`config.mk`:
```
export PLATFORM = sky130hd
export DESIGN_NAME = mem_port_arbiter
export DESIGN_NICKNAME = d
export VERILOG_FILES = /design/src/rtl/mem_arb_pkg.sv /design/src/rtl/arb_starve_counter.sv /design/src/rtl/mem_port_arbiter.sv
export SDC_FILE = /design/constraint.sdc
export NUM_CORES = 1
export LEC_CHECK = 0
export CAP_MARGIN = 20
export CORE_AREA = 2 2 107 109
export DETAILED_ROUTE_END_ITERATION = 10
export DIE_AREA = 0 0 109 111
export PLACE_DENSITY = 0.62
export SLEW_MARGIN = 20
export SYNTH_ARGS = -nofsm -noshare
export SYNTH_HDL_FRONTEND = slang
export SYNTH_HIERARCHICAL = 1
export SYNTH_SLANG_ARGS = --single-unit
```
`constraint.sdc`:
```
create_clock -name clk_i -period 2.7 [get_ports clk_i]
set_input_delay 0.54 -clock clk_i [delete_from_list [all_inputs] [get_ports clk_i]]
set_output_delay 0.54 -clock clk_i [all_outputs]
set_load 0.01 [all_outputs]
```
`src/rtl/mem_arb_pkg.sv`:
```
// Shared types for the fetch/data memory port arbiter: FSM states, owner
// encoding and the starvation counter width.
package mem_arb_pkg;

    localparam int STARVE_CNT_W = 4;

    typedef enum logic [1:0] {
        ST_IDLE      = 2'd0,
        ST_ISSUE     = 2'd1,
        ST_WAIT_RESP = 2'd2
    } arb_state_e;

    typedef enum logic {
        OWN_FETCH = 1'b0,
        OWN_DATA  = 1'b1
    } owner_e;

endpackage

```
`src/rtl/arb_starve_counter.sv`:
```
// Counts consecutive data grants taken while fetch was waiting; saturates at
// LIMIT and flags when fetch must be given the port.
module arb_starve_counter
    import mem_arb_pkg::*;
#(
    parameter int LIMIT = 4
) (
    input  logic                    clk,
    input  logic                    rst,
    input  logic                    inc,
    input  logic                    clr,
    output logic [STARVE_CNT_W-1:0] count,
    output logic                    at_limit
);

    localparam logic [STARVE_CNT_W-1:0] LIMIT_V = STARVE_CNT_W'(LIMIT);

    assign at_limit = (count >= LIMIT_V);

    always_ff @(posedge clk or posedge rst) begin
        if (rst) begin
            count <= '0;
        end else if (clr) begin
            count <= '0;
        end else if (inc && !at_limit) begin
            count <= count + 1'b1;
        end
    end

endmodule

```
`src/rtl/mem_port_arbiter.sv`:
```
// Shares one memory command port between instruction fetch and data access.
// Data normally wins; fetch is forced through after STARVE_LIMIT data grants.
module mem_port_arbiter
    import mem_arb_pkg::*;
#(
    parameter int ADDR_W       = 32,
    parameter int DATA_W       = 32,
    parameter int STARVE_LIMIT = 4
) (
    input  logic              clk_i,
    input  logic              rst_i,
    input  logic              if_req_i,
    input  logic [ADDR_W-1:0] if_addr_i,
    output logic              if_ack_o,
    output logic [DATA_W-1:0] if_rdata_o,
    output logic              if_stall_o,
    input  logic              d_req_i,
    input  logic              d_we_i,
    input  logic [ADDR_W-1:0] d_addr_i,
    input  logic [DATA_W-1:0] d_wdata_i,
    output logic              d_ack_o,
    output logic [DATA_W-1:0] d_rdata_o,
    output logic              d_stall_o,
    output logic              mem_req_o,
    output logic              mem_we_o,
    output logic [ADDR_W-1:0] mem_addr_o,
    output logic [DATA_W-1:0] mem_wdata_o,
    input  logic              mem_gnt_i,
    input  logic              mem_rvalid_i,
    input  logic [DATA_W-1:0] mem_rdata_i,
    output logic [1:0]        dbg_state_o
);

    arb_state_e state, state_nxt;
    owner_e     owner_q, owner_nxt;

    logic                    cnt_inc;
    logic                    cnt_clr;
    logic                    at_limit;
    logic [STARVE_CNT_W-1:0] starve_cnt;
    logic                    pick_fetch;

    arb_starve_counter #(
        .LIMIT (STARVE_LIMIT)
    ) u_starve (
        .clk      (clk_i),
        .rst      (rst_i),
        .inc      (cnt_inc),
        .clr      (cnt_clr),
        .count    (starve_cnt),
        .at_limit (at_limit)
    );

    // Handshake: a requester holds req and payload stable until its one-cycle
    // ack; the memory takes the command on mem_req_o & mem_gnt_i and answers
    // with a single mem_rvalid_i pulse no earlier than the next cycle.
    assign pick_fetch = if_req_i & (~d_req_i | at_limit);

    always_ff @(posedge clk_i or posedge rst_i) begin
        if (rst_i) begin
            state   <= ST_IDLE;
            owner_q <= OWN_FETCH;
        end else begin
            state   <= state_nxt;
            owner_q <= owner_nxt;
        end
    end

    always_comb begin
        state_nxt   = state;
        owner_nxt   = owner_q;
        cnt_inc     = 1'b0;
        cnt_clr     = 1'b0;
        mem_req_o   = 1'b0;
        mem_we_o    = 1'b0;
        mem_addr_o  = '0;
        mem_wdata_o = '0;
        if_ack_o    = 1'b0;
        d_ack_o     = 1'b0;
        case (state)
            ST_IDLE: begin
                if (if_req_i || d_req_i) begin
                    state_nxt = ST_ISSUE;
                    owner_nxt = pick_fetch ? OWN_FETCH : OWN_DATA;
                    // Only a data grant taken over a waiting fetch ages the counter.
                    if (pick_fetch || !if_req_i) begin
                        cnt_clr = 1'b1;
                    end else begin
                        cnt_inc = 1'b1;
                    end
                end
            end
            ST_ISSUE: begin
                mem_req_o = 1'b1;
                if (owner_q == OWN_DATA) begin
                    mem_we_o    = d_we_i;
                    mem_addr_o  = d_addr_i;
                    mem_wdata_o = d_wdata_i;
                end else begin
                    mem_addr_o  = if_addr_i;
                end
                if (mem_gnt_i) begin
                    state_nxt = ST_WAIT_RESP;
                end
            end
            ST_WAIT_RESP: begin
                if (mem_rvalid_i) begin
                    state_nxt = ST_IDLE;
                    if (owner_q == OWN_DATA) begin
                        d_ack_o  = 1'b1;
                    end else begin
                        if_ack_o = 1'b1;
                    end
                end
            end
            default: begin
                state_nxt = ST_IDLE;
            end
        endcase
    end

    assign if_rdata_o  = mem_rdata_i;
    assign d_rdata_o   = mem_rdata_i;
    assign if_stall_o  = if_req_i & ~if_ack_o;
    assign d_stall_o   = d_req_i & ~d_ack_o;
    assign dbg_state_o = state;

endmodule

```
==> Yosys cells after proc, flatten, opt, wreduce, memory -nomap -nowiden <==
Cells that the tools add are included.
{ "totals": {"register_bits": 7, "latchBits": 0, "ram_bits": 0, "rom_bits": 0, "input_bits": 135, "output_inout_bits": 136, "word_cells": 52, "mem_count": 0} }
{ "op_classes": {"add_sub_neg": 1, "mul": 0, "div_mod_pow": 0, "n_lt_le_gt_ge": 1, "n_eq_ne": 5, "shifts": 0, "n_mux": 26, "n_bitwise": 7, "n_reduce_logical": 9} }
{ "ops": {"columns": ["operator", "count"], "rows": [
  ["32-bit two-way mux", 4],
  ["1-bit two-way mux", 16],
  ["4-bit two-way mux", 2],
  ["2-bit two-way mux", 3],
  ["2-bit inequality test, second input constant", 3],
  ["2-bit one-hot mux with 3 select lines", 1],
  ["4-bit by 1-bit adder with 4-bit output, second input constant", 1],
  ["4-bit by 3-bit greater-or-equal comparator with 1-bit output, second input constant", 1],
  ["1-bit bitwise AND", 3],
  ["1-bit inverter", 3],
  ["3-bit AND reduction", 1],
  ["2-bit by 1-bit equality test with 1-bit output, second input constant", 1],
  ["2-bit equality test, second input constant", 1],
  ["1-bit zero test", 2],
  ["2-bit zero test", 1],
  ["1-bit logical OR", 2],
  ["2-bit AND reduction", 1],
  ["2-bit nonzero test", 1],
  ["1-bit logical AND", 1],
  ["1-bit bitwise OR", 1]
]} }

==> Longest topological paths before layout <==
{ "logic_depth": {"word_depth": 10, "ltp_mapped": 6} }

==> Hierarchy <==
The synthesis kept the hierarchy.
{ "by_module_without_submodules": {"columns": ["module", "instances", "cells_each", "area_per_inst_um2"], "rows": [
  ["mem_port_arbiter", 1, 199, 1432.6],
  ["arb_starve_counter", 1, 18, 207.7]
]} }

==> Least setup slack after synthesis <==
No wires, ideal clock.
{ "synth_timing": {"path_type": "input to register", "start": "in d_req_i", "end": "reg u_starve.count[0]", "setup_time_ns": 0.128, "t_arrival_ns": 1.868, "required_ns": 2.572, "path_slack_ns": 0.704, "cell_stages": 4, "path_buffers": 0, "cell_sequence": "nor2b_1 > a2111oi_0 > nor2b_1 > mux2_1"} }
{ "synth_via": {"elab_cells_between_ends": 14, "cone_classes": "mux: 7; bitwise: 3; reduce/logical: 4"} }
{ "synth_lines": {"columns": ["item", "line", "source"], "rows": [
  ["from (decl)", "mem_port_arbiter.sv:17", "input logic d_req_i,"],
  ["1-bit inverter", "mem_port_arbiter.sv:57", "assign pick_fetch = if_req_i & (~d_req_i | at_limit);"],
  ["1-bit bitwise OR", "mem_port_arbiter.sv:57", null],
  ["1-bit bitwise AND", "mem_port_arbiter.sv:57", null],
  ["1-bit logical OR", "mem_port_arbiter.sv:86", "if (pick_fetch || !if_req_i) begin"],
  ["1-bit two-way mux", "mem_port_arbiter.sv:86", null],
  ["1-bit two-way mux (*)", "mem_port_arbiter.sv:82", "if (if_req_i || d_req_i) begin"],
  ["1-bit two-way mux (*)", "mem_port_arbiter.sv:80", "case (state)"],
  ["via cnt_clr", "mem_port_arbiter.sv:38", "logic cnt_clr;"],
  ["4-bit two-way mux / 2-bit nonzero test (equally long branches)", null, null],
  ["to (signal assigned)", "arb_starve_counter.sv:26", "count <= count + 1'b1;"],
  ["to (decl)", "arb_starve_counter.sv:12", "output logic [STARVE_CNT_W-1:0] count,"]
]} }
Mark *: on every way through the listed nets, which the timed path passes. The rest lies on a longest branch.
A chain may end at the register's enable or synchronous reset.

==> Worst setup path in the final report <==
{ "layout_timing": {"start": "in mem_rvalid_i", "end": "out if_ack_o"} }
{ "layout_via": {"elab_chain_len": 2} }
{ "layout_rtl": {"columns": ["item", "line", "source"], "rows": [
  ["from (decl)", "mem_port_arbiter.sv:29", "input logic mem_rvalid_i,"],
  ["1-bit two-way mux", "mem_port_arbiter.sv:107", "if (mem_rvalid_i) begin"],
  ["1-bit two-way mux", "mem_port_arbiter.sv:80", null],
  ["to (decl)", "mem_port_arbiter.sv:14", "output logic if_ack_o,"]
]} }
No other way between the ends.

==> reports/metrics.cfg <==
[logic_synthesis]
syn_area_um2 = 1640
postSynthAreaPerCell_um2 = 7.56
ys_types = 28
yosysWarnings = 6
async_reset_ff_frac = 1.00
synth_ff_type = dfrtp_1
synth-edff-count = 0
ys_seq_elements = 7
synthCells = 217
syn_nets = 353
ys_seq_area_frac = 0.107

[pwr]
ir_worst_vdd_v = 0.000513
combPwrFrac = 0.795
swShare = 0.400
p_leak_nw = 1.38
intPower_mw = 1.46
seqPwrFrac = 0.104
clockPowerShare = 0.101
p_per_area_nw_per_um2 = 782
p_switching_mw = 0.972

[setup_path]
cp_common_cell = clkdlybuf4s50_1
worstPathCellList = clkdlybuf4s50_1 -> nor4bb_1 -> clkdlybuf4s50_1
critical_path_arrival_ps = 2020
crit_start = mem_rvalid_i
r2r_setup_slack_ps = 890
reg2reg_from = u_starve/count[2]
end_kind = output pin
cp_num_buf_inv = 2
worstPathMaxFanout = 3
critPathMaxStageDelay_ps = 610
crit_family = buffers and inverters
cpMaxStageDelayCell = clkdlybuf4s50_1
required_ps = 2160
path_class = primary input to output pin
startpoint_type = primary input

[sta]
slew_headroom = 0.729
worst_pin_slew_ps = 396
drv_slew = 0
finalCriticalPeriod_ps = 2560
hold_viol_final = 0
setup_viol_count_final = 0
finalSetupTns_ps = 0
fmax_ghz = 0.391
finalCritPeriodShare = 0.948
rsz0062_at_grt = no
finalClockSkew_ps = 1.29

[global_routing]
grt_pass1_vias = 1751
grt_start_max_net_pins = 41
grt_pass1_wl_um = 7980
grt-ovfl-total = 0
track_usage = 0.0816
antenna_found_initial = 1

[placement]
port_buffers = 174
gp_congestion = 0.684
place_inst = 459
postPlaceCellArea_um2 = 3030
place_hpwl_um = 4780

[clock_network]
root_buffer = clkbuf_16
cts_sinks = 7
cts.path.max_buffers = 2
insertion_delay_ps = 230
htree_levels = 1
cts_buffers = 3
cts_setup_buffers = 0
cts_hold_buf = 0
clk_pin_slew_worst_paths_ps = 30
cts_tree = yes

[drt]
dr_wl_met2_um = 2850
antenna_left = 0
viasPerCell = 3.82
drc = 0
drtPass1Iterations = 4
routed.top_layer = met5
drt-met1-wl_um = 1940
drt-initial-drc-count = 28
drt-total-wl_um = 5580
routedWlPerCell_um = 12.1
wl_met3_um = 642
num_vias = 1768

[cells_and_area]
design_area_um2 = 3110
finalNetCount = 457
fillers = 1204
syn_to_final_growth_pct = 89.6
fin_cells = 463
num_antenna_cells = 0
drive_gt1_frac = 0.0375
final_util = 0.281

[die]
dieArea_um2 = 12100
die_x_um = 109
core_um2 = 11100
die_h_um = 111
rows = 39
ioPinCount = 271
initial_core_util = 0.148

[min_path]
hp-class = primary input to async pin

[flow_run]
cap_violations = 0

[outcome]
status = finished clean

## timing repair
item                       4_1_cts  5_1_grt
resized for setup                0        1
setup endpoints to repair        0       16
hold endpoints to repair         0        0
## cell families (layout without fill, tap and decap cells)
logic type,count (synthesis),in the layout,synth area share
mux,34,34,0.208
compound gates,5,5,0.0221
fa+ha+maj,1,1,0.00763
buf+inv,84,187,0.366
simple gates,86,86,0.289
flops,7,7,0.107
## synth_stat cells, drive strengths merged (2+ instances only)
library cell	count	area (um2)
and3	33	206
nor3b	2	26.3
nor2b	6	37.5
inv	4	17.5
dfrtp	7	175
mux2i	33	330
nand2b	4	25.0
nor2	34	128
clkbuf	3	11.3
buf	77	572
## path summary, 6_finish.rpt
path                                           to  cells past startpoint
worst max-delay path                     if_ack_o                      3
worst min-delay path                      owner_q                      2
worst max register to register  u_starve/count[0]                      5
worst min register to register  u_starve/count[1]                      2
max in group asynchronous       u_starve/count[1]                      2
min in group clk_i              u_starve/count[1]                      2
## power groups by stage
stage,logic [mW],clock network [mW],registers [mW]
2_1_floorplan,1.14,0,0.171
3_3_place_gp,1.93,0,0.244
3_5_place_dp,1.95,0,0.256
4_1_cts,1.96,0.249,0.254
5_1_grt,2.08,0.257,0.268
6_report,1.93,0.246,0.253
## through the flow
step | hold WS, ps | total power [mW] | setup WS, ps
floorplan | 294 | 1.31 | 704
global placement | 541 | 2.17 | 127
detailed placement | 562 | 2.20 | 106
CTS | 519 | 2.46 | 70.7
global route | 539 | 2.60 | 46.0
finish | 511 | 2.43 | 140
## layout by cell type (no fill, tap or decap)
cell | synthesis | final
buf_12 | 0 | 1
and3_1 | 33 | 33
o22a_1 | 1 | 1
and4b_1 | 1 | 1
nand3b_1 | 1 | 1
inv_4 | 1 | 1
nand2b_1 | 4 | 4
dfrtp_1 | 7 | 6
clkbuf_1 | 3 | 1
nor2_1 | 34 | 34
mux2_1 | 1 | 1
o22ai_1 | 1 | 1
clkbuf_16 | 0 | 3
nor3b_4 | 1 | 1
dfrtp_4 | 0 | 1
clkdlybuf4s50_1 | 0 | 174
or3b_1 | 1 | 1
a21oi_1 | 1 | 1
ha_1 | 1 | 1
a2111oi_0 | 1 | 1
nor2b_1 | 6 | 6
buf_4 | 67 | 4
nor3b_1 | 1 | 1
nand2_1 | 1 | 1
inv_1 | 3 | 3
a211oi_1 | 1 | 1
or2_2 | 1 | 1
nor3_1 | 1 | 1
mux2i_1 | 33 | 33
nor4bb_1 | 1 | 1
## state kept, by name, summed over array words and instances, names as in the netlist
name	flops
dbg_state_o	2
owner_q	1
u_starve/count	4
## per-layer routing
layer  vias to the layer above  GRT usage
met4                         2     0.0316
met3                        16     0.0270
li1                        863          -
met1                       766     0.0768
met2                       121      0.157
met5                         -          0
## area by class of cell
type | count | area, um2 | share of cell area
inverter | 4 | 17.5 | 0.00563
timing repair buffer | 179 | 1790 | 0.576
sequential | 7 | 179 | 0.0575
clock buffer | 4 | 78.8 | 0.0253
multi-input combinational | 126 | 865 | 0.278
tap | 143 | 179 | 0.0575
Power figures use the tool's default switching activity.
